--- config.mk ---
export PLATFORM = sky130hd
export DESIGN_NAME = regfile_wb_ctrl
export DESIGN_NICKNAME = d
export VERILOG_FILES = /design/src/rtl/regfile_wb_ctrl.sv
export SDC_FILE = /design/constraint.sdc
export NUM_CORES = 1
export LEC_CHECK = 0
export CORE_UTILIZATION = 48
export DETAILED_ROUTE_END_ITERATION = 10
export GPL_ROUTABILITY_DRIVEN = 0
export GPL_TIMING_DRIVEN = 0
export PLACE_DENSITY = 0.82
export SLEW_MARGIN = 10
export SYNTH_ARGS = -nofsm -noshare
export SYNTH_HDL_FRONTEND = slang
export SYNTH_SLANG_ARGS = --single-unit
--- constraint.sdc ---
create_clock -name clk -period 4.3 [get_ports clk]
set_input_delay 0.86 -clock clk [delete_from_list [all_inputs] [get_ports clk]]
set_output_delay 0.86 -clock clk [all_outputs]
set_load 0.02 [all_outputs]
--- src/rtl/regfile_wb_ctrl.sv ---
// regfile_wb_ctrl: write-side controller for the 32x32 register file.
// Merges pipeline WB writes with queued long-latency results onto the single
// write port, tracks pending long-latency destinations in a busy scoreboard,
// and forwards same-cycle writes onto the decode operands.
// Optional feature macro: REGFILE_WB_BYPASS_EN (forwarding enabled when defined;
// otherwise decode stalls on a same-cycle write to one of its sources).
module regfile_wb_ctrl #(
  parameter int LQ_DEPTH = 4,
  parameter int LQ_AW    = 2,
  parameter int DATA_W   = 32
) (
  input  logic              clk,
  input  logic              rst_n,
  input  logic              p_we,
  input  logic [4:0]        p_rW,
  input  logic [DATA_W-1:0] p_win,
  input  logic              l_valid,
  output logic              l_ready,
  input  logic [4:0]        l_rW,
  input  logic [DATA_W-1:0] l_win,
  input  logic              iss_valid,
  input  logic [4:0]        iss_rd,
  input  logic [4:0]        rA,
  input  logic [4:0]        rB,
  input  logic [4:0]        rD,
  input  logic [DATA_W-1:0] rf_A,
  input  logic [DATA_W-1:0] rf_B,
  output logic [DATA_W-1:0] A,
  output logic [DATA_W-1:0] B,
  output logic              stall,
  output logic              we,
  output logic [4:0]        rW,
  output logic [DATA_W-1:0] win
);

  // Long-latency result queue: storage is data-only, pointers/count are control.
  logic [DATA_W-1:0] lq_data [LQ_DEPTH];
  logic [4:0]        lq_rd   [LQ_DEPTH];
  logic [LQ_AW-1:0]  wr_ptr;
  logic [LQ_AW-1:0]  rd_ptr;
  logic [LQ_AW:0]    count;
  logic [31:0]       busy;
  logic [31:0]       busy_nxt;

  logic lq_empty;
  logic lq_full;
  logic push;
  logic pop;
  logic pipe_wr;

  assign lq_empty = (count == '0);
  assign lq_full  = (count == (LQ_AW+1)'(LQ_DEPTH));
  assign l_ready  = rst_n & ~lq_full;

  // Results for r0 are handshaken but dropped, so they never occupy a slot.
  assign push    = l_valid & l_ready & (l_rW != 5'd0);
  assign pipe_wr = p_we & (p_rW != 5'd0);
  // The queue only drains on cycles the pipeline leaves the port idle.
  assign pop     = ~pipe_wr & ~lq_empty;

  // Write-port mux: pipeline first, then queue head, else idle with zeros.
  always_comb begin
    we  = 1'b0;
    rW  = 5'd0;
    win = '0;
    if (pipe_wr) begin
      we  = 1'b1;
      rW  = p_rW;
      win = p_win;
    end else if (!lq_empty) begin
      we  = 1'b1;
      rW  = lq_rd[rd_ptr];
      win = lq_data[rd_ptr];
    end
  end

  // Queue pointers and occupancy; reset discards anything still queued.
  always_ff @(posedge clk) begin
    if (!rst_n) begin
      wr_ptr <= '0;
      rd_ptr <= '0;
      count  <= '0;
    end else begin
      if (push) wr_ptr <= wr_ptr + LQ_AW'(1);
      if (pop)  rd_ptr <= rd_ptr + LQ_AW'(1);
      case ({push, pop})
        2'b10:   count <= count + (LQ_AW+1)'(1);
        2'b01:   count <= count - (LQ_AW+1)'(1);
        default: count <= count;
      endcase
    end
  end

  // Queue storage; contents are meaningless until counted, so no reset.
  always_ff @(posedge clk) begin
    if (push) begin
      lq_data[wr_ptr] <= l_win;
      lq_rd[wr_ptr]   <= l_rW;
    end
  end

  // Scoreboard next state: pop clears, issue sets afterwards so set wins.
  always_comb begin
    busy_nxt = busy;
    if (pop) busy_nxt[lq_rd[rd_ptr]] = 1'b0;
    if (iss_valid && (iss_rd != 5'd0)) busy_nxt[iss_rd] = 1'b1;
    busy_nxt[0] = 1'b0;
  end

  // Scoreboard register.
  always_ff @(posedge clk) begin
    if (!rst_n) busy <= '0;
    else        busy <= busy_nxt;
  end

`ifdef REGFILE_WB_BYPASS_EN
  // Same-cycle writes are forwarded, so only pending long results stall.
  always_comb begin
    stall = busy[rA] | busy[rB] | busy[rD];
    A     = (we && (rW == rA) && (rA != 5'd0)) ? win : rf_A;
    B     = (we && (rW == rB) && (rB != 5'd0)) ? win : rf_B;
  end
`else
  // No forwarding: decode holds until the in-flight write has landed.
  always_comb begin
    stall = busy[rA] | busy[rB] | busy[rD] |
            (we && (rW != 5'd0) && ((rW == rA) || (rW == rB)));
    A     = rf_A;
    B     = rf_B;
  end
`endif

endmodule
Word-level counts from Yosys, hierarchy flattened
Memories as Yosys holds them, arrays and structs flattened. A register that Yosys moved wholly into a read port is not among the register bits.
Index checks and enable logic that the tools add are counted.
Widths: inputs -> output; s select.
- flip-flop bits (word level): 39
- memory bits (writable): 148
- bits of input ports: 163
- output and inout bits: 104
- logic and storage cells: 74
- memories: 2
- memory list (memory ; depth ; bits a word ; read ports ; clocked after memory_dff ; wr ports ; line ; source):
    lq_data ; 4 ; 32 ; 1 ; 1 ; 1 ; 37 ; logic [DATA_W-1:0] lq_data [LQ_DEPTH];
    lq_rd ; 4 ; 5 ; 1 ; 1 ; 1 ; 38 ; logic [4:0] lq_rd [LQ_DEPTH];
- $add $sub $neg: 4
- order comparisons: 7
- equality and inequality tests: 5
- multiplexer cells: 25
- bitwise operators: 14
- reductions and logical operators: 12
- operators by type and width (cell ; count):
    $mux 32 ; 4
    $and 32x32->32 ; 1
    $not 32->32 ; 1
    $or 32x32->32 ; 1
    $lt 5x6->1 const B ; 5
    $reduce_bool 5->1 ; 4
    $bmux 1 s5 ; 3
    $demux 1 s5 ; 2
    $eq 5x5->1 ; 2
    $ge 5x1->1 const B ; 2
    $mux 5 ; 2
    $mux 1 ; 9
    $mux 2 ; 4
    $pmux 3 s2 ; 1
    $and 1x1->1 ; 5
    $logic_and 1x1->1 ; 5
    $add 2x1->2 const B ; 2
    $add 3x1->3 const B ; 1
    $eq 3x3->1 const B ; 1
    $logic_not 3->1 ; 1
    $not 1->1 ; 3
    $or 1x1->1 ; 3
    $sub 3x1->3 const B ; 1
    $eq 2x1->1 const B ; 1
    3 further kinds ; 3

Logic depth before layout (Yosys ltp)
- depth after elaboration: 9
- mapped depth: 11

Worst setup path before layout
No wires, ideal clock.
- path kind: input to output
- from: input rA[0]
- to: output stall
- data arrival time: 2.776 ns
- data required time: 3.440 ns
- slack: 0.664 ns
- cell stages on the path: 6
- buffers on the path: 1
- cells stage by stage: clkbuf_1 mux4_2 mux4_2 mux2i_1 nand3_1 a211o_1
- cells in the longest elaborated chain, start to end: 5
- elaborated cells on any way between the ends: 8
- classes of those cells: eq/ne (1); mux (2); bitwise (3); reduce/logical (2)
- RTL lines (element ; line ; source):
    start, declared ; 23 ; input logic [4:0] rA,
    $bmux 1 s5 ; 126 ; stall = busy[rA] | busy[rB] | busy[rD] |
    $mux 1 (not written as such) ; 126 ;
    $or 1x1->1 (2 in a row) ; 126 ;
    $or 1x1->1 (*) ; 126 ;
    end, declared ; 30 ; output logic stall,
Every way passes the cells marked *; elsewhere a longest branch is shown, timed or not. The select of a mux whose other input is x is not followed.

Final worst setup path
- from: input p_rW[3]
- to: output win[28]
- cells in the longest elaborated chain, start to end: 3
- RTL lines (element ; line ; source):
    start, declared ; 15 ; input logic [4:0] p_rW,
    $reduce_bool 5->1 ; 57 ; assign pipe_wr = p_we & (p_rW != 5'd0);
    $and 1x1->1 ; 57 ;
    $mux 32 ; 66 ; if (pipe_wr) begin
    end, declared ; 33 ; output logic [DATA_W-1:0] win
No other way between the ends.

==> flow_summary.yaml <==
synthesis:
  syn_area_um2: 8870
  yosysWarnings: 0
  synthCells: 602
  synth_fp_nets: 771
  yosysSeqAreaShare_pct: 59.2
  synth.avg_cell_area_um2: 14.7
  yosys.cell_types.count: 47
  synth_seq_cells: 188
worst_setup_path:
  cp_data_required_time_ps: 3440
  end_kind: "primary output"
  cp-startpoint: "p_rW[3]"
  r2r-start: "count[2]$_SDFFE_PN0P_"
  ff2ff_setup_slack_ps: 1280
  worstSetupStartpointType: "primary input"
  reg2regPathDepth: 11
  path_class: "primary input to primary output"
  critical_path_arrival_ps: 3320
  critical_path.max_fanout: 10
  timing.rr.end: "count[2]$_SDFFE_PN0P_"
  critPathCapture: "win[28]"
final_layout:
  synthToLayoutAreaGrowth_pct: 33.8
  drive_gt1_share_pct: 22.7
  layout_common_cells: "194 x clkdlybuf4s50_1, 148 x edfxtp_1, 67 x buf_4"
  nFillCells: 1323
  final_util_pct: 65.8
  antennaDiodeCount: 0
  post-route-cell-area_um2: 11900
  fin_nets: 991
  layout_commonest_cell: "clkdlybuf4s50_1"
place:
  port_buffers: 196
  dp_hpwl_mm: 15.4
  placed_area_um2: 11200
  pre_cts_slack_ps: -609
global_route:
  antenna_found_initial: 0
  use_met1_pct: 26.8
  grt_pass1_wl_mm: 31.4
  grt_busiest_layer: "met2"
  grt_usage_pct: 22.6
  grt_pass1_vias: 5989
  grt_max_degree: 32
  grtUsageMet2_pct: 40.1
  overflow: 0
  grtUsageMet3_pct: 5.45
clock_tree:
  cts_root_buffer: "clkbuf_16"
  clock_sinks: 188
  cts-buffers-inserted: 17
  htree_levels: 4
  cts_tree: "built"
  clock_path_buffers: 2
  ctsHoldBuffers: 0
  cts.reportedPaths.clkPinSlew_ps: 70
  clkLatencyLatePin_ps: 420
timing:
  fmax_ghz: 0.239
  hold_ws_ps: 513
  rsz0062_at_grt: "false"
  final-hold-violation-count: 0
  min_period_ps: 4180
  setup_ws_ps: 116
  slew_headroom_pct: 35.2
  tightest_slew_ps: 969
  period_share_pct: 97.3
  finClkSkew_ps: 8.84
  finalSetupViolations: 0
  drv_slew: 0
routing:
  firstDrtPassIters: 5
  wl_per_cell_um: 20.1
  ant_nets: 0
  wirelength_mm: 21.4
  drc: 0
  drt-initial-drc-count: 437
  detail_route.vias_per_cell: 5.67
  vias: 6030
floorplan:
  start_util_pct: 49.2
  rows: 49
  die_h_um: 138
  dieWidth_um: 138
  die-area_um2: 19000
  core_area_um2: 18000
  io_pins: 267
power_and_ir_drop:
  max-vdd-ir-drop_v: 0.000272
  p_leak_nw: 4.11
  powerDensity_nw_per_um2: 381
worst_hold_path:
  hp-start: "busy[29]$_SDFF_PN0_"
  hold_path.class: "flip-flop to flip-flop"
run:
  drv_cap: 0
outcome:
  outcome: "completed"
[cell families after synthesis]
logic type,Yosys count,share of synthesized area (%)
AOI/OAI and AO/OA,120,8.82
xor gates and xnor gates,13,1.28
adders and majority gates,6,0.931
buffers and inverters,107,7.42
DFF,188,59.2
muxes,68,16.7
and+or+nand+nor,100,5.69
[routing by layer]
metal,part of all wire [%],vias to the layer above
li1,-,2734
met1,38,2949
met2,52,313
met4,1.8,0
met5,0,-
met3,8.3,34
[area by class of cell]
cell class	count	area, um2	area share [%]
well taps	229	287	2.42
flip-flops and latches	188	5250	44.2
clock buffers	17	425	3.59
multi-input cells	307	3020	25.5
plain buffers	92	624	5.26
clock inverters	14	144	1.21
inverters	14	52.6	0.443
repair buffers	202	2060	17.4
[worst max-delay path, stage by stage]
cell and delay, ps:
clkdlybuf4s50_1 470, o31ai_4 400, and3_2 300, clkbuf_4 240, clkbuf_4 260, a22o_1 180, clkdlybuf4s50_1 610
[cell usage after synthesis (all sizes together)]
cell type	instances	area, um2
nand3b	3	22.5
and3b	3	26.3
o31a	1	8.76
mux2	2	22.5
or3b	1	8.76
nor2	13	48.8
fa	1	20.0
and3	3	18.8
o311ai	1	8.76
nor3b	5	37.5
a2111oi	1	15.0
nor4	2	12.5
a22o	32	280
nor2b	3	18.8
o31ai	2	15.0
nand4	1	6.26
or3	4	25.0
xnor2	6	52.6
o21ai	34	170
a221oi	2	17.5
a21oi	37	185
edfxtp	148	4440
mux4	62	1420
dfxtp	40	801
and2	8	50.1
buf	73	531
a31oi	1	6.26
or2	3	18.8
a211o	1	8.76
and2b	1	8.76
xor2	7	61.3
inv	14	52.6
clkbuf	20	75.1
ha	5	62.6
o32ai	1	8.76
nand3	3	15.0
a22oi	1	7.51
o211ai	2	15.0
nand2	42	158
a41oi	4	35.0
mux2i	4	40.0
nand2b	3	18.8
nor3	2	10.0
[registers in the layout, summed over array words and instances (netlist names), named ones only]
register  cells
wr_ptr        2
rd_ptr        2
busy         31
lq_data     128
count         3
lq_rd        20
[where the power goes]
group	leakage [nW]	total, mW	internal (mW)	switching (mW)
logic	2.16	0.965	0.484	0.481
registers	1.67	2.04	2.02	0.0216
clock network	0.281	1.51	0.855	0.653
total	4.11	4.52	3.36	1.16
[worst min-delay path by stage]
stage | cells past startpoint | slack (ps) | to
final | 2 | 510 | busy[29]$_SDFF_PN0_
after CTS | 2 | 510 | busy[12]$_SDFF_PN0_
after global placement | 2 | 480 | busy[30]$_SDFF_PN0_
after floorplan | 2 | 470 | count[2]$_SDFFE_PN0P_
after detailed placement | 2 | 500 | busy[12]$_SDFF_PN0_
after global routing | 2 | 540 | busy[21]$_SDFF_PN0_
[repair_timing]
action	in CTS	in global routing
hold endpoints to repair	0	0
setup buffers	0	2
endpoints found under the setup margin	33	31
gates resized for setup	13	17
pin swaps	0	1
cloned	0	0
[through the flow]
stage,power [mW],TNS (ps),cells
detailed placement,3.03,-15270,1031
global placement,3.01,-22080,1027
global route,4.68,0,1063
finish,4.52,0,1063
CTS,4.53,0,1061
floorplan,2.63,0,602
Power figures use the tool's default switching activity.
